--- src/rtl/lcd_pkg.sv ---
// Shared LCD bus definitions: command opcodes, decoder states and default panel size.
package lcd_pkg;

    localparam logic [7:0] CMD_CASET = 8'h2A;
    localparam logic [7:0] CMD_RASET = 8'h2B;
    localparam logic [7:0] CMD_RAMWR = 8'h2C;

    localparam int unsigned LCD_H_RES = 240;
    localparam int unsigned LCD_V_RES = 240;

    typedef enum logic [1:0] {
        ST_IDLE  = 2'd0,
        ST_CASET = 2'd1,
        ST_RASET = 2'd2,
        ST_RAMWR = 2'd3
    } dec_state_e;

endpackage

--- src/rtl/lcd_spi_deser.sv ---
// Synchronises the snooped 4-wire LCD bus and turns SCL-qualified SDA bits into bytes.
module lcd_spi_deser #(
    parameter int unsigned SYNC_STAGES = 2
) (
    input  logic       clk,
    input  logic       resetn,
    input  logic       scl_i,
    input  logic       cs_i,
    input  logic       rs_i,
    input  logic       sda_i,
    output logic       byte_valid_o,
    output logic [7:0] byte_data_o,
    output logic       byte_is_data_o
);

    localparam int unsigned CNT_W = 3;

    logic [SYNC_STAGES-1:0] scl_sync_q;
    logic [SYNC_STAGES-1:0] cs_sync_q;
    logic [SYNC_STAGES-1:0] rs_sync_q;
    logic [SYNC_STAGES-1:0] sda_sync_q;
    logic                   scl_prev_q;

    logic             scl_s, cs_s, rs_s, sda_s, scl_rise;
    logic [7:0]       shift_q, shift_d;
    logic [CNT_W-1:0] cnt_q, cnt_d;
    logic             done_q, done_d;
    logic             rs_q, rs_d;

    logic       byte_valid_q;
    logic [7:0] byte_data_q;
    logic       byte_is_data_q;

    assign scl_s    = scl_sync_q[SYNC_STAGES-1];
    assign cs_s     = cs_sync_q[SYNC_STAGES-1];
    assign rs_s     = rs_sync_q[SYNC_STAGES-1];
    assign sda_s    = sda_sync_q[SYNC_STAGES-1];
    assign scl_rise = scl_s & ~scl_prev_q;

    // Shift on each qualified SCL rise; a raised CS drops any partial byte.
    always_comb begin
        shift_d = shift_q;
        cnt_d   = cnt_q;
        done_d  = 1'b0;
        rs_d    = rs_q;
        if (cs_s) begin
            cnt_d = '0;
        end else if (scl_rise) begin
            shift_d = {shift_q[6:0], sda_s};
            cnt_d   = cnt_q + CNT_W'(1);
            if (cnt_q == CNT_W'(7)) begin
                done_d = 1'b1;
                rs_d   = rs_s;
            end
        end
    end

    always_ff @(posedge clk) begin
        if (!resetn) begin
            scl_sync_q     <= '0;
            cs_sync_q      <= '1;
            rs_sync_q      <= '0;
            sda_sync_q     <= '0;
            scl_prev_q     <= 1'b0;
            shift_q        <= '0;
            cnt_q          <= '0;
            done_q         <= 1'b0;
            rs_q           <= 1'b0;
            byte_valid_q   <= 1'b0;
            byte_data_q    <= '0;
            byte_is_data_q <= 1'b0;
        end else begin
            scl_sync_q   <= {scl_sync_q[SYNC_STAGES-2:0], scl_i};
            cs_sync_q    <= {cs_sync_q[SYNC_STAGES-2:0], cs_i};
            rs_sync_q    <= {rs_sync_q[SYNC_STAGES-2:0], rs_i};
            sda_sync_q   <= {sda_sync_q[SYNC_STAGES-2:0], sda_i};
            scl_prev_q   <= scl_s;
            shift_q      <= shift_d;
            cnt_q        <= cnt_d;
            done_q       <= done_d;
            rs_q         <= rs_d;
            byte_valid_q <= done_q;
            if (done_q) begin
                byte_data_q    <= shift_q;
                byte_is_data_q <= rs_q;
            end
        end
    end

    assign byte_valid_o   = byte_valid_q;
    assign byte_data_o    = byte_data_q;
    assign byte_is_data_o = byte_is_data_q;

endmodule

--- src/rtl/lcd_spi_monitor.sv ---
// Passive LCD bus monitor: decodes CASET/RASET/RAMWR and rebuilds RGB565 pixels with coordinates.
module lcd_spi_monitor
    import lcd_pkg::*;
#(
    parameter int unsigned SYNC_STAGES = 2,
    parameter int unsigned COORD_W     = 9,
    parameter int unsigned H_RES       = LCD_H_RES,
    parameter int unsigned V_RES       = LCD_V_RES
) (
    input  logic               clk,
    input  logic               resetn,
    input  logic               lcd_clk_i,
    input  logic               lcd_cs_i,
    input  logic               lcd_rs_i,
    input  logic               lcd_data_i,
    output logic               byte_valid,
    output logic [7:0]         byte_data,
    output logic               byte_is_data,
    output logic               pix_valid,
    output logic [15:0]        pix_data,
    output logic [COORD_W-1:0] pix_x,
    output logic [COORD_W-1:0] pix_y,
    output logic               frame_done,
    output logic               ramwr_active
);

    localparam logic [COORD_W-1:0] XE_RST = COORD_W'(H_RES - 1);
    localparam logic [COORD_W-1:0] YE_RST = COORD_W'(V_RES - 1);

    lcd_spi_deser #(
        .SYNC_STAGES (SYNC_STAGES)
    ) u_deser (
        .clk            (clk),
        .resetn         (resetn),
        .scl_i          (lcd_clk_i),
        .cs_i           (lcd_cs_i),
        .rs_i           (lcd_rs_i),
        .sda_i          (lcd_data_i),
        .byte_valid_o   (byte_valid),
        .byte_data_o    (byte_data),
        .byte_is_data_o (byte_is_data)
    );

    dec_state_e         state_q, state_d;
    logic [1:0]         idx_q, idx_d;
    logic [23:0]        par_q, par_d;
    logic               phase_q, phase_d;
    logic [7:0]         hi_q, hi_d;
    logic [COORD_W-1:0] xs_q, xs_d, xe_q, xe_d, ys_q, ys_d, ye_q, ye_d;
    logic [COORD_W-1:0] x_q, x_d, y_q, y_d;

    logic               pix_valid_q, pix_valid_d;
    logic [15:0]        pix_data_q, pix_data_d;
    logic [COORD_W-1:0] pix_x_q, pix_x_d, pix_y_q, pix_y_d;
    logic               frame_done_q, frame_done_d;
    logic               ramwr_active_q;

    logic [15:0]        start_raw, end_raw;
    logic [COORD_W-1:0] start_val, end_val, xe_eff, ye_eff;

    assign start_raw = par_q[23:8];
    assign end_raw   = {par_q[7:0], byte_data};
    assign start_val = COORD_W'(start_raw);
    assign end_val   = COORD_W'(end_raw);

    // An inverted window collapses to a single column/row at its start.
    assign xe_eff = (xe_q < xs_q) ? xs_q : xe_q;
    assign ye_eff = (ye_q < ys_q) ? ys_q : ye_q;

    always_comb begin
        state_d      = state_q;
        idx_d        = idx_q;
        par_d        = par_q;
        phase_d      = phase_q;
        hi_d         = hi_q;
        xs_d         = xs_q;
        xe_d         = xe_q;
        ys_d         = ys_q;
        ye_d         = ye_q;
        x_d          = x_q;
        y_d          = y_q;
        pix_valid_d  = 1'b0;
        pix_data_d   = pix_data_q;
        pix_x_d      = pix_x_q;
        pix_y_d      = pix_y_q;
        frame_done_d = 1'b0;

        if (byte_valid) begin
            if (!byte_is_data) begin
                idx_d   = '0;
                phase_d = 1'b0;
                case (byte_data)
                    CMD_CASET: state_d = ST_CASET;
                    CMD_RASET: state_d = ST_RASET;
                    CMD_RAMWR: begin
                        state_d = ST_RAMWR;
                        x_d     = xs_q;
                        y_d     = ys_q;
                    end
                    default:   state_d = ST_IDLE;
                endcase
            end else begin
                case (state_q)
                    ST_CASET, ST_RASET: begin
                        if (idx_q == 2'd3) begin
                            if (state_q == ST_CASET) begin
                                xs_d = start_val;
                                xe_d = end_val;
                            end else begin
                                ys_d = start_val;
                                ye_d = end_val;
                            end
                            idx_d   = '0;
                            state_d = ST_IDLE;
                        end else begin
                            par_d = {par_q[15:0], byte_data};
                            idx_d = idx_q + 2'd1;
                        end
                    end
                    ST_RAMWR: begin
                        if (!phase_q) begin
                            hi_d    = byte_data;
                            phase_d = 1'b1;
                        end else begin
                            phase_d     = 1'b0;
                            pix_valid_d = 1'b1;
                            pix_data_d  = {hi_q, byte_data};
                            pix_x_d     = x_q;
                            pix_y_d     = y_q;
                            if (x_q == xe_eff) begin
                                x_d = xs_q;
                                if (y_q == ye_eff) begin
                                    y_d          = ys_q;
                                    frame_done_d = 1'b1;
                                end else begin
                                    y_d = y_q + COORD_W'(1);
                                end
                            end else begin
                                x_d = x_q + COORD_W'(1);
                            end
                        end
                    end
                    default: ;
                endcase
            end
        end
    end

    always_ff @(posedge clk) begin
        if (!resetn) begin
            state_q        <= ST_IDLE;
            idx_q          <= '0;
            par_q          <= '0;
            phase_q        <= 1'b0;
            hi_q           <= '0;
            xs_q           <= '0;
            xe_q           <= XE_RST;
            ys_q           <= '0;
            ye_q           <= YE_RST;
            x_q            <= '0;
            y_q            <= '0;
            pix_valid_q    <= 1'b0;
            pix_data_q     <= '0;
            pix_x_q        <= '0;
            pix_y_q        <= '0;
            frame_done_q   <= 1'b0;
            ramwr_active_q <= 1'b0;
        end else begin
            state_q        <= state_d;
            idx_q          <= idx_d;
            par_q          <= par_d;
            phase_q        <= phase_d;
            hi_q           <= hi_d;
            xs_q           <= xs_d;
            xe_q           <= xe_d;
            ys_q           <= ys_d;
            ye_q           <= ye_d;
            x_q            <= x_d;
            y_q            <= y_d;
            pix_valid_q    <= pix_valid_d;
            pix_data_q     <= pix_data_d;
            pix_x_q        <= pix_x_d;
            pix_y_q        <= pix_y_d;
            frame_done_q   <= frame_done_d;
            ramwr_active_q <= (state_d == ST_RAMWR);
        end
    end

    assign pix_valid    = pix_valid_q;
    assign pix_data     = pix_data_q;
    assign pix_x        = pix_x_q;
    assign pix_y        = pix_y_q;
    assign frame_done   = frame_done_q;
    assign ramwr_active = ramwr_active_q;

endmodule

--- config.mk ---
export PLATFORM = sky130hd
export DESIGN_NAME = lcd_spi_monitor
export DESIGN_NICKNAME = d
export VERILOG_FILES = /design/src/rtl/lcd_pkg.sv /design/src/rtl/lcd_spi_deser.sv /design/src/rtl/lcd_spi_monitor.sv
export SDC_FILE = /design/constraint.sdc
export NUM_CORES = 1
export LEC_CHECK = 0
export BUFFER_PORTS_ARGS = -buffer_cell sky130_fd_sc_hd__buf_2
export CAP_MARGIN = 20
export CORE_ASPECT_RATIO = 1.2
export CORE_UTILIZATION = 25
export DETAILED_ROUTE_END_ITERATION = 12
export GPL_ROUTABILITY_DRIVEN = 0
export PLACE_DENSITY = 0.38
export SKIP_LAST_GASP = 1
export SLEW_MARGIN = 10
export SYNTH_ARGS = -nofsm -noshare
export SYNTH_HDL_FRONTEND = slang
export SYNTH_SLANG_ARGS = --single-unit
--- constraint.sdc ---
create_clock -name clk -period 3.75 [get_ports clk]
set_clock_uncertainty 0.15 [all_clocks]
set_input_delay 1.125 -clock clk [delete_from_list [all_inputs] [get_ports clk]]
set_output_delay 1.125 -clock clk [all_outputs]
set_load 0.03 [all_outputs]
# --- Word level (Yosys, flattened, before mapping) ---
# Cells that the tools add are included.
totals:
  register_bits: 153
  latchBits: 0
  ramBits: 0
  rom_bits: 0
  input_bits: 6
  memories: 0
classes:
  add_sub_neg: 4
  multipliers: 0
  div: 0
  magnitude_cmp: 2
  eq_ne: 15
  shifts: 0
  n_mux: 27
  bitwise_logic: 8
  reduce_logical: 17
ops:
  columns: ["op", "count"]
  rows:
  - ["9-bit 2-to-1 mux", 13]
  - ["8-bit by 6-bit == test with 1-bit output (second input constant)", 3]
  - ["4-bit AND reduction", 5]
  - ["9-bit by 1-bit adder with 9-bit output (second input constant)", 2]
  - ["9-bit == test", 2]
  - ["9-bit less-than comparator", 2]
  - ["5-bit AND reduction", 3]
  - ["2-bit 2-to-1 mux", 7]
  - ["2-bit == test (second input constant)", 4]
  - ["2-bit != test (second input constant)", 4]
  - ["1-bit inverter", 7]
  - ["1-bit 2-to-1 mux", 6]
  - ["2-bit case mux with 3 select lines", 1]
  - ["2-bit AND reduction", 3]
  - ["6-bit AND reduction", 1]
  - ["2-bit OR reduction", 2]
  - ["3-bit by 1-bit adder with 3-bit output (second input constant)", 1]
  - ["3-bit == test (second input constant)", 1]
  - ["3-bit AND reduction", 1]
  - ["3-bit OR reduction", 1]
  - ["2-bit by 1-bit adder with 2-bit output (second input constant)", 1]
  - ["2-bit by 1-bit == test with 1-bit output (second input constant)", 1]
  - ["2-bit nonzero test", 1]
  - ["1-bit bitwise AND", 1]

# --- Logic depth before layout (Yosys ltp) ---
# Gate-level depths: netlist of the first run.
depth:
  word_depth: 8
  ltp_mapped: 11
  depth_no_buf: 10

# --- By module ---
# From an unflattened synthesis of the first run, not the netlist that was laid out.
unflattened:
  cells_unflattened: 843
  area_unflattened_um2: 6924.1
by_module_without_submodules:
  columns: ["mod", "n_inst", "cells_each", "area_each_um2", "seq_area_each_um2"]
  rows:
  - ["lcd_spi_monitor", 1, 739, 5784.3, 2422.3]
  - ["lcd_spi_deser", 1, 104, 1139.8, 640.6]

# --- Worst setup path after synthesis of the first run ---
# Ideal clock, no wire load.
synth_timing:
  path_kind: "register -> register"
  start: "reg xs_q[2]"
  end: "reg y_q[2]"
  setup_ns: 0.074
  t_arrival_ns: 2.532
  required_ns: 3.526
  setup_slack_ns: 0.994
  stages_incl_launch_ff: 12
  cell_sequence: "dfxtp_1 -> inv_1 -> ha_1 -> a211oi_1 -> nor3_1 -> a211oi_1 -> mux2i_1 -> a21o_1 -> buf_2 -> buf_1 -> nand2_1 -> a31oi_1"
synth_via:
  elab_chain_cells: 5
synth_lines:
  columns: ["item", "line_no", "text"]
  rows:
  - ["start, declared", "lcd_spi_monitor.sv:49", "logic [COORD_W-1:0] xs_q, xs_d, xe_q, xe_d, ys_q, ys_d, ye_q, ye_d;"]
  - ["start signal, assigned", "lcd_spi_monitor.sv:174", "xs_q <= xs_d;"]
  - ["9-bit less-than comparator", "lcd_spi_monitor.sv:67", "assign xe_eff = (xe_q < xs_q) ? xs_q : xe_q;"]
  - ["9-bit 2-to-1 mux (*)", "lcd_spi_monitor.sv:67", null]
  - ["9-bit == test (*)", "lcd_spi_monitor.sv:130", "if (x_q == xe_eff) begin"]
  - ["2-bit != test (no source line) (*)", null, null]
  - ["5-bit AND reduction (no source line) (*)", null, null]
  - ["end signal, assigned", "lcd_spi_monitor.sv:179", "y_q <= y_d;"]
  - ["end, declared", "lcd_spi_monitor.sv:50", "logic [COORD_W-1:0] x_q, x_d, y_q, y_d;"]
# Mark *: on every way between the ends. The rest lies on a longest branch, timed or not.
# A chain may end at the register's enable or synchronous reset.

# --- Worst setup path in the final report of the first run ---
layout_timing:
  start: "reg xs_q[2]"
  end: "reg y_q[5]"
# The elaborated chain is that of the path after synthesis.

==> run_summary.xml, run 1 <==
<?xml version="1.0" encoding="UTF-8"?>
<metrics>
  <group name="pwr">
    <metric name="ir_drop" unit="uV">258</metric>
    <metric name="power_leakage" unit="nW">2.85</metric>
    <metric name="pwr_density_cell" unit="nW/um2">438</metric>
  </group>
  <group name="worst_setup_path">
    <metric name="rr_worst_depth" unit="">9</metric>
    <metric name="startpoint_type" unit="">register</metric>
    <metric name="criticalPathCategory" unit="">register to register</metric>
    <metric name="cp.required" unit="ns">3.93</metric>
    <metric name="worstPathMaxFanout" unit="">13</metric>
    <metric name="cp_data_arrival_time" unit="ns">3.50</metric>
    <metric name="timing.critical_path.to_type" unit="">register</metric>
  </group>
  <group name="clock_network">
    <metric name="tritoncts" unit="">yes</metric>
    <metric name="cts_max_path_buffers" unit="">2</metric>
    <metric name="post_cts_hold_buffer_count" unit="">0</metric>
    <metric name="tritoncts_num_sinks" unit="">153</metric>
    <metric name="cts_made_buffers" unit="">17</metric>
    <metric name="path_clk_slew" unit="ns">0.07</metric>
    <metric name="clock_insertion_delay_worst_skew" unit="ns">0.43</metric>
    <metric name="cts_resized" unit="">0</metric>
    <metric name="clockRootBuffer" unit="">sky130_fd_sc_hd__clkbuf_16</metric>
    <metric name="clock_tree.htree_level_count" unit="">4</metric>
    <metric name="cts_post_setup_buffers_inserted" unit="">0</metric>
  </group>
  <group name="timing">
    <metric name="timing.slew.headroom" unit="">0.322</metric>
    <metric name="rsz_0062_raised_after_global_routing" unit="">false</metric>
    <metric name="fmax" unit="MHz">301</metric>
    <metric name="tightest_slew" unit="ns">1.02</metric>
    <metric name="final_hold_viol_count" unit="">0</metric>
    <metric name="finalSetupTns" unit="ns">0</metric>
    <metric name="setup_ws" unit="ns">0.432</metric>
    <metric name="finalSetupViolCount" unit="">0</metric>
    <metric name="timing_max_transition_violations_final" unit="">0</metric>
    <metric name="layout_min_cycle_time" unit="ns">3.32</metric>
    <metric name="final_min_period_over_clock_period" unit="">0.885</metric>
  </group>
  <group name="die">
    <metric name="start_util" unit="">0.254</metric>
    <metric name="placeableCoreArea" unit="um2">26300</metric>
    <metric name="dieArea" unit="um2">27400</metric>
    <metric name="i_o_pin_count" unit="">53</metric>
    <metric name="die_w" unit="um">151</metric>
    <metric name="die_y" unit="um">181</metric>
    <metric name="core.rowCount" unit="">65</metric>
  </group>
  <group name="yosys">
    <metric name="seq_area_frac_synth" unit="">0.459</metric>
    <metric name="yosys.area.top_type" unit="">sky130_fd_sc_hd__dfxtp_1</metric>
    <metric name="syn-instance-count" unit="">829</metric>
    <metric name="synth.lib_cells_used.distinct" unit="">50</metric>
    <metric name="synth_warnings" unit="">0</metric>
    <metric name="mappedNetlistArea" unit="um2">6670</metric>
    <metric name="synth_flop_cell" unit="">sky130_fd_sc_hd__dfxtp_1</metric>
    <metric name="synth_top_cell_area_share" unit="">0.459</metric>
    <metric name="syn_avg_cell_area" unit="um2">8.05</metric>
    <metric name="netlist_top_cells_area" unit="">sky130_fd_sc_hd__dfxtp_1 46%, sky130_fd_sc_hd__nand2_1 12%, sky130_fd_sc_hd__a21oi_1 7.4%</metric>
    <metric name="async_flop_share" unit="">0</metric>
    <metric name="synth_seq_cells" unit="">153</metric>
    <metric name="syn_nets" unit="">858</metric>
    <metric name="number_of_enable_type_register_cells_in_the_synthesized_netlist" unit="">0</metric>
  </group>
  <group name="route">
    <metric name="routed_via_density" unit="">4.61</metric>
    <metric name="wl" unit="mm">19.1</metric>
    <metric name="antenna_left" unit="">0</metric>
    <metric name="drt_first_pass_iters" unit="">6</metric>
    <metric name="routed_length_per_instance" unit="um">15.7</metric>
    <metric name="drt_first_iter_violations" unit="">235</metric>
    <metric name="drc" unit="">0</metric>
    <metric name="dr_total_vias" unit="">5621</metric>
  </group>
  <group name="job">
    <metric name="drv_cap" unit="">0</metric>
  </group>
  <group name="global_routing">
    <metric name="grt_use_total" unit="">0.148</metric>
    <metric name="antenna_violations_before_repair" unit="">0</metric>
    <metric name="grt_max_degree" unit="">61</metric>
    <metric name="grt_pass1_wl" unit="mm">30.9</metric>
    <metric name="first_global_vias" unit="">5498</metric>
    <metric name="globalRoute.totalOverflow" unit="">0</metric>
  </group>
  <group name="cells_and_area">
    <metric name="antenna_cells" unit="">0</metric>
    <metric name="final_common_cell" unit="">sky130_fd_sc_hd__nand2_1</metric>
    <metric name="filler_cell_count" unit="">2867</metric>
    <metric name="layout.nets" unit="">899</metric>
    <metric name="most-common-layout-cells" unit="">216 x sky130_fd_sc_hd__nand2_1, 153 x sky130_fd_sc_hd__dfxtp_1, 99 x sky130_fd_sc_hd__a21oi_1</metric>
    <metric name="finish.instance_area" unit="um2">7960</metric>
    <metric name="area_growth" unit="%">19.3</metric>
    <metric name="ratio_of_cells_with_drive_above_1_in_the_final_layout" unit="">0.133</metric>
    <metric name="sequential_cell_area" unit="um2">3060</metric>
    <metric name="multi_input_area" unit="um2">3290</metric>
  </group>
  <group name="run_status">
    <metric name="outcome" unit="">completed</metric>
  </group>
  <group name="min_path">
    <metric name="worst_hold_path_type" unit="">register to register</metric>
    <metric name="cell_depth_of_the_worst_hold_path" unit="">1</metric>
  </group>
  <group name="placed_design">
    <metric name="number_of_port_buffers" unit="">52</metric>
    <metric name="hpwl" unit="mm">13.1</metric>
    <metric name="pre_cts_ws" unit="ns">0.487</metric>
    <metric name="placement.cell_area" unit="um2">7340</metric>
  </group>
</metrics>
power by group:
| part | switching, W | leakage, nW | internal [W] |
|---|---|---|---|
| clock network | 0.000782 | 0.297 | 0.00103 |
| logic | 0.0000318 | 1.32 | 0.0000105 |
| registers | 0.00000111 | 1.23 | 0.00163 |
| total | 0.000815 | 2.85 | 0.00267 |
cells by family (layout without fill, tap and decap cells):
group	after synthesis	after routing	synth area share
simple gates	353	353	0.229
compound gates	156	156	0.137
flops	153	153	0.459
buf+inv	85	139	0.0487
xor+xnor	30	30	0.0394
mux	29	29	0.0437
fa+ha+maj	23	23	0.0431
synth_stat cells, types with 3 or more instances:
cell                       number
sky130_fd_sc_hd__nand2_1      216
sky130_fd_sc_hd__dfxtp_1      153
sky130_fd_sc_hd__a21oi_1       99
sky130_fd_sc_hd__clkbuf_1      47
sky130_fd_sc_hd__nor2_1        46
sky130_fd_sc_hd__nand3_1       32
sky130_fd_sc_hd__inv_1         31
sky130_fd_sc_hd__mux2i_1       28
sky130_fd_sc_hd__xnor2_1       26
sky130_fd_sc_hd__ha_1          23
sky130_fd_sc_hd__o21ai_0       12
sky130_fd_sc_hd__nor2b_1        9
sky130_fd_sc_hd__and2_1         8
sky130_fd_sc_hd__nand4_1        8
sky130_fd_sc_hd__a211oi_1       7
sky130_fd_sc_hd__nor3_1         7
sky130_fd_sc_hd__a21o_1         6
sky130_fd_sc_hd__a31oi_1        6
sky130_fd_sc_hd__nand2b_1       6
sky130_fd_sc_hd__o22ai_1        4
sky130_fd_sc_hd__or3_1          4
sky130_fd_sc_hd__xor2_1         4
sky130_fd_sc_hd__a22oi_1        3
sky130_fd_sc_hd__and3_1         3
sky130_fd_sc_hd__buf_1          3
sky130_fd_sc_hd__nor4_1         3
sky130_fd_sc_hd__o21ai_1        3
sky130_fd_sc_hd__o221ai_1       3
metal layers:
metal | vias to the layer above | GRT usage | part of all wire
met4 | 0 | 0.0460 | 0.014
met2 | 86 | 0.237 | 0.47
li1 | 2860 | - | -
met3 | 18 | 0.0285 | 0.026
met5 | - | 0 | 0
met1 | 2657 | 0.198 | 0.49
area by class of cell:
type,instances,area share
clock inverter,14,0.0220
clock buffer,18,0.0552
sequential,153,0.385
multi-input combinational,591,0.414
inverter,32,0.0154
timing repair buffer,75,0.0560
tap,335,0.0527
critical path: stages, from the launching register on:
cell and delay, ns:
sky130_fd_sc_hd__dfxtp_1 0.37, sky130_fd_sc_hd__inv_1 0.07, sky130_fd_sc_hd__ha_1 0.30, sky130_fd_sc_hd__a211oi_1 0.25
sky130_fd_sc_hd__nor3_1 0.07, sky130_fd_sc_hd__a211oi_1 0.29, sky130_fd_sc_hd__mux2i_1 0.29, sky130_fd_sc_hd__a21oi_1 0.88
sky130_fd_sc_hd__o21ai_0 0.28, sky130_fd_sc_hd__a221oi_2 0.27
through the flow:
| stage | cells | utilization | hold slack, ns | total power, W |
|---|---|---|---|---|
| floorplan | 829 | - | 0.236 | 0.00169 |
| global placement | 1185 | 0.279 | 0.262 | 0.00171 |
| detailed placement | 1185 | 0.279 | 0.267 | 0.00171 |
| CTS | 1217 | 0.303 | 0.280 | 0.00355 |
| global route | 1218 | 0.303 | 0.293 | 0.00363 |
| finish | 1218 | 0.303 | 0.275 | 0.00348 |
flip-flops by register name, summed over array words and instances (netlist names), 9 cells and up:
name,count
ye_q,9
xe_q,9
pix_y,9
y_q,9
par_q,17
pix_x,9
ys_q,9
xs_q,9
x_q,9
pix_data,16
final timing paths:
path	from	endpoint	slack (ns)
min	u_deser.cs_sync_q[0]	u_deser.cs_sync_q[1]	0.27
max	xs_q[2]	y_q[5]	0.43
max reg2reg	xs_q[2]	y_q[5]	0.43
min reg2reg	u_deser.cs_sync_q[0]	u_deser.cs_sync_q[1]	0.27
No activity file was read; power rests on OpenSTA's default activity.
==> inputs of run 2 (changes only) <==
--- a/config.mk
+++ b/config.mk
@@ -11,9 +11,10 @@
 export CORE_UTILIZATION = 25
 export DETAILED_ROUTE_END_ITERATION = 12
 export GPL_ROUTABILITY_DRIVEN = 0
-export PLACE_DENSITY = 0.38
+export PLACE_DENSITY = 0.46
 export SKIP_LAST_GASP = 1
 export SLEW_MARGIN = 10
 export SYNTH_ARGS = -nofsm -noshare
 export SYNTH_HDL_FRONTEND = slang
+export SYNTH_HIERARCHICAL = 1
 export SYNTH_SLANG_ARGS = --single-unit
==> run 2 against run 1 <==
Synthesized cell count grew 1.7%. Count of clock-buffer cells in the layout grew 2. Clock power is 2% lower. Cell count is 0.33% higher. Critical path type unchanged. Cell area increased by 1.1%. Combinational power grew 4%. Sequential share of layout area down 0.44 points. Total power shrank 1.3%. Global-route usage is 1.5 points lower. Critical endpoint is now y_q[6]. Hold slack worse by 0.015 ns. Via count rose by 0.89%.
==> run_summary.xml, run 2 <==
<?xml version="1.0" encoding="UTF-8"?>
<metrics>
  <group name="pwr">
    <metric name="sw_frac_of_total" unit="">0.221</metric>
    <metric name="pwr_density_cell" unit="nW/um2">427</metric>
    <metric name="ir_drop" unit="uV">280</metric>
    <metric name="cell_internal_power" unit="W">0.00268</metric>
    <metric name="netSwitchingPower" unit="W">0.000759</metric>
    <metric name="power_leakage" unit="nW">2.89</metric>
    <metric name="power.share.sequential" unit="">0.474</metric>
    <metric name="power.share.combinational" unit="">0.013</metric>
    <metric name="power_frac_clock" unit="">0.513</metric>
  </group>
  <group name="global_routing">
    <metric name="grt_pass1_wl" unit="mm">29.6</metric>
    <metric name="globalRoute.totalOverflow" unit="">0</metric>
    <metric name="grt_max_degree" unit="">100</metric>
    <metric name="first_global_vias" unit="">5453</metric>
    <metric name="antenna_violations_before_repair" unit="">0</metric>
    <metric name="grt_use_total" unit="">0.133</metric>
  </group>
  <group name="route">
    <metric name="routed_length_per_instance" unit="um">14.8</metric>
    <metric name="drt_first_iter_violations" unit="">229</metric>
    <metric name="wl_met3" unit="um">669</metric>
    <metric name="dr_total_vias" unit="">5671</metric>
    <metric name="met2RoutedLength" unit="mm">8.37</metric>
    <metric name="antenna_left" unit="">0</metric>
    <metric name="wl_met1" unit="mm">8.85</metric>
    <metric name="routed_via_density" unit="">4.64</metric>
    <metric name="drc" unit="">0</metric>
    <metric name="wl" unit="mm">18.1</metric>
    <metric name="top_layer_used" unit="">met4</metric>
    <metric name="drt_first_pass_iters" unit="">5</metric>
  </group>
  <group name="worst_setup_path">
    <metric name="r2r_slack" unit="ns">0.60</metric>
    <metric name="timing.rr.end" unit="">y_q[6]</metric>
    <metric name="worstPathMaxFanout" unit="">14</metric>
    <metric name="timing.critical_path.to_type" unit="">register</metric>
    <metric name="criticalPathCategory" unit="">register to register</metric>
    <metric name="startpoint_type" unit="">register</metric>
    <metric name="rr_worst_depth" unit="">9</metric>
    <metric name="cp_data_arrival_time" unit="ns">3.33</metric>
    <metric name="crit-reg2reg-launch" unit="">ys_q[4]</metric>
    <metric name="cp.required" unit="ns">3.93</metric>
  </group>
  <group name="timing">
    <metric name="layout_min_cycle_time" unit="ns">3.15</metric>
    <metric name="tightest_slew" unit="ns">0.939</metric>
    <metric name="final_min_period_over_clock_period" unit="">0.841</metric>
    <metric name="final_hold_viol_count" unit="">0</metric>
    <metric name="finalSetupViolCount" unit="">0</metric>
    <metric name="timing_max_transition_violations_final" unit="">0</metric>
    <metric name="hold_slack" unit="ns">0.260</metric>
    <metric name="finalSetupTns" unit="ns">0</metric>
    <metric name="rsz_0062_raised_after_global_routing" unit="">false</metric>
    <metric name="timing.slew.headroom" unit="">0.374</metric>
    <metric name="fmax" unit="MHz">317</metric>
  </group>
  <group name="yosys">
    <metric name="syn_avg_cell_area" unit="um2">8.21</metric>
    <metric name="synthMostInstantiatedCell" unit="">sky130_fd_sc_hd__nand2_1</metric>
    <metric name="synth_top_cell_area_share" unit="">0.442</metric>
    <metric name="syn_nets" unit="">872</metric>
    <metric name="yosys.area.top_type" unit="">sky130_fd_sc_hd__dfxtp_1</metric>
    <metric name="async_flop_share" unit="">0</metric>
    <metric name="syn-instance-count" unit="">843</metric>
    <metric name="synth_warnings" unit="">6</metric>
    <metric name="seq_area_frac_synth" unit="">0.442</metric>
    <metric name="netlist_top_cells_area" unit="">sky130_fd_sc_hd__dfxtp_1 44%, sky130_fd_sc_hd__nand2_1 12%, sky130_fd_sc_hd__a21oi_1 6.9%</metric>
    <metric name="synth.lib_cells_used.distinct" unit="">67</metric>
    <metric name="synth_flop_cell" unit="">sky130_fd_sc_hd__dfxtp_1</metric>
    <metric name="synth_seq_cells" unit="">153</metric>
    <metric name="number_of_enable_type_register_cells_in_the_synthesized_netlist" unit="">0</metric>
    <metric name="mappedNetlistArea" unit="um2">6920</metric>
    <metric name="synth.top_cells.by_count" unit="">215 x sky130_fd_sc_hd__nand2_1, 153 x sky130_fd_sc_hd__dfxtp_1, 95 x sky130_fd_sc_hd__a21oi_1, 38 x sky130_fd_sc_hd__nor2_1, 37 x sky130_fd_sc_hd__inv_1</metric>
  </group>
  <group name="clock_network">
    <metric name="cts_max_path_buffers" unit="">2</metric>
    <metric name="cts_post_setup_buffers_inserted" unit="">0</metric>
    <metric name="tritoncts" unit="">yes</metric>
    <metric name="path_clk_slew" unit="ns">0.06</metric>
    <metric name="cts_made_buffers" unit="">17</metric>
    <metric name="tritoncts_num_sinks" unit="">153</metric>
    <metric name="post_cts_hold_buffer_count" unit="">0</metric>
    <metric name="clock_insertion_delay_worst_skew" unit="ns">0.43</metric>
    <metric name="clock_tree.htree_level_count" unit="">4</metric>
    <metric name="clockRootBuffer" unit="">sky130_fd_sc_hd__clkbuf_16</metric>
    <metric name="cts_resized" unit="">0</metric>
  </group>
  <group name="cells_and_area">
    <metric name="most-common-layout-cells" unit="">215 x sky130_fd_sc_hd__nand2_1, 153 x sky130_fd_sc_hd__dfxtp_1, 95 x sky130_fd_sc_hd__a21oi_1</metric>
    <metric name="area_growth" unit="%">16.3</metric>
    <metric name="layout.nets" unit="">898</metric>
    <metric name="antenna_cells" unit="">0</metric>
    <metric name="final_util" unit="">0.296</metric>
    <metric name="layout.cells.non_filler" unit="">1222</metric>
    <metric name="final_common_cell" unit="">sky130_fd_sc_hd__nand2_1</metric>
    <metric name="largest_reg_flops" unit="">17</metric>
    <metric name="filler_cell_count" unit="">2922</metric>
    <metric name="ratio_of_cells_with_drive_above_1_in_the_final_layout" unit="">0.139</metric>
    <metric name="finish.instance_area" unit="um2">8050</metric>
    <metric name="largest_register_by_flop_count" unit="">par_q</metric>
  </group>
  <group name="placed_design">
    <metric name="number_of_port_buffers" unit="">52</metric>
    <metric name="hpwl" unit="mm">12.2</metric>
    <metric name="placed_cells_incl_taps" unit="">1190</metric>
    <metric name="placement.cell_area" unit="um2">7440</metric>
  </group>
  <group name="die">
    <metric name="core.rowCount" unit="">66</metric>
    <metric name="i_o_pin_count" unit="">53</metric>
    <metric name="placeableCoreArea" unit="um2">27200</metric>
    <metric name="die_y" unit="um">184</metric>
    <metric name="dieArea" unit="um2">28400</metric>
    <metric name="die_w" unit="um">154</metric>
    <metric name="start_util" unit="">0.255</metric>
  </group>
  <group name="min_path">
    <metric name="worstHoldEndpoint" unit="">u_deser/cs_sync_q[1]</metric>
    <metric name="worst_hold_path_type" unit="">register to register</metric>
    <metric name="cell_depth_of_the_worst_hold_path" unit="">1</metric>
    <metric name="hold_path_startpoint" unit="">u_deser/cs_sync_q[0]</metric>
  </group>
  <group name="run_status">
    <metric name="outcome" unit="">completed</metric>
  </group>
  <group name="job">
    <metric name="drv_cap" unit="">0</metric>
  </group>
</metrics>
## run 2: changes by cell type in the layout (fill, tap and decap cells not counted), sizes merged, moves of 6 or more
cell and delta:
a21o -6, buf -13, xnor2 -20, xor2 +15, o211ai +8, nor2 -8
## run 2: worst max path at each step
stage             from  endpoint  depth (start not counted)
3_5_place_dp   ys_q[4]    y_q[6]                          9
4_1_cts        ys_q[4]    y_q[6]                          9
2_1_floorplan  ys_q[4]    y_q[0]                          9
6_report       ys_q[4]    y_q[6]                          9
5_1_grt        ys_q[4]    y_q[3]                          9
3_3_place_gp   ys_q[4]    y_q[6]                          9
## run 2: cells by family (layout without fill, tap and decap cells)
group / Yosys count / after routing / share of synthesized area
compound gates: 176 / 176 / 0.163
xor+xnor: 25 / 25 / 0.0327
fa+ha+maj: 23 / 23 / 0.0416
buf+inv: 93 / 132 / 0.0600
flops: 153 / 153 / 0.442
mux: 28 / 28 / 0.0410
simple gates: 345 / 345 / 0.219
## run 2: area by class of cell
cell class                      count  area, um2  area share
Clock buffer                       20        467      0.0580
Clock inverter                     12        139      0.0173
Timing Repair Buffer               62        360      0.0448
Tap cell                          340        425      0.0528
Inverter                           38        143      0.0177
Multi-Input combinational cell    597       3450       0.429
Sequential cell                   153       3060       0.380
## run 2: routing by layer
metal,up-vias,track usage
met3,17,0.0296
li1,2920,-
met4,0,0.0380
met2,90,0.219
met1,2644,0.173
met5,-,0
## run 2: through the flow
step	power, W	worst slack (ns)
after floorplan	0.00170	1.14
after global routing	0.00355	0.317
after CTS	0.00349	0.608
final	0.00344	0.597
after global placement	0.00171	0.663
after detailed placement	0.00171	0.629
## run 2: critical path, cell delays in order (launching register included)
cell,delay (ns)
sky130_fd_sc_hd__dfxtp_1,0.43
sky130_fd_sc_hd__inv_1,0.07
sky130_fd_sc_hd__ha_1,0.30
sky130_fd_sc_hd__a211oi_1,0.29
sky130_fd_sc_hd__o211ai_2,0.15
sky130_fd_sc_hd__a21oi_2,0.28
sky130_fd_sc_hd__mux2i_1,0.15
sky130_fd_sc_hd__a41oi_2,0.81
sky130_fd_sc_hd__a211oi_1,0.17
sky130_fd_sc_hd__o32ai_1,0.26
## run 2: power by group through the flow
stage | registers (W) | clock network [W] | logic (W)
after CTS | 0.00163 | 0.00181 | 0.0000450
after floorplan | 0.00167 | 0 | 0.0000310
after global routing | 0.00163 | 0.00187 | 0.0000481
final | 0.00163 | 0.00177 | 0.0000442
after detailed placement | 0.00167 | 0 | 0.0000452
after global placement | 0.00167 | 0 | 0.0000451
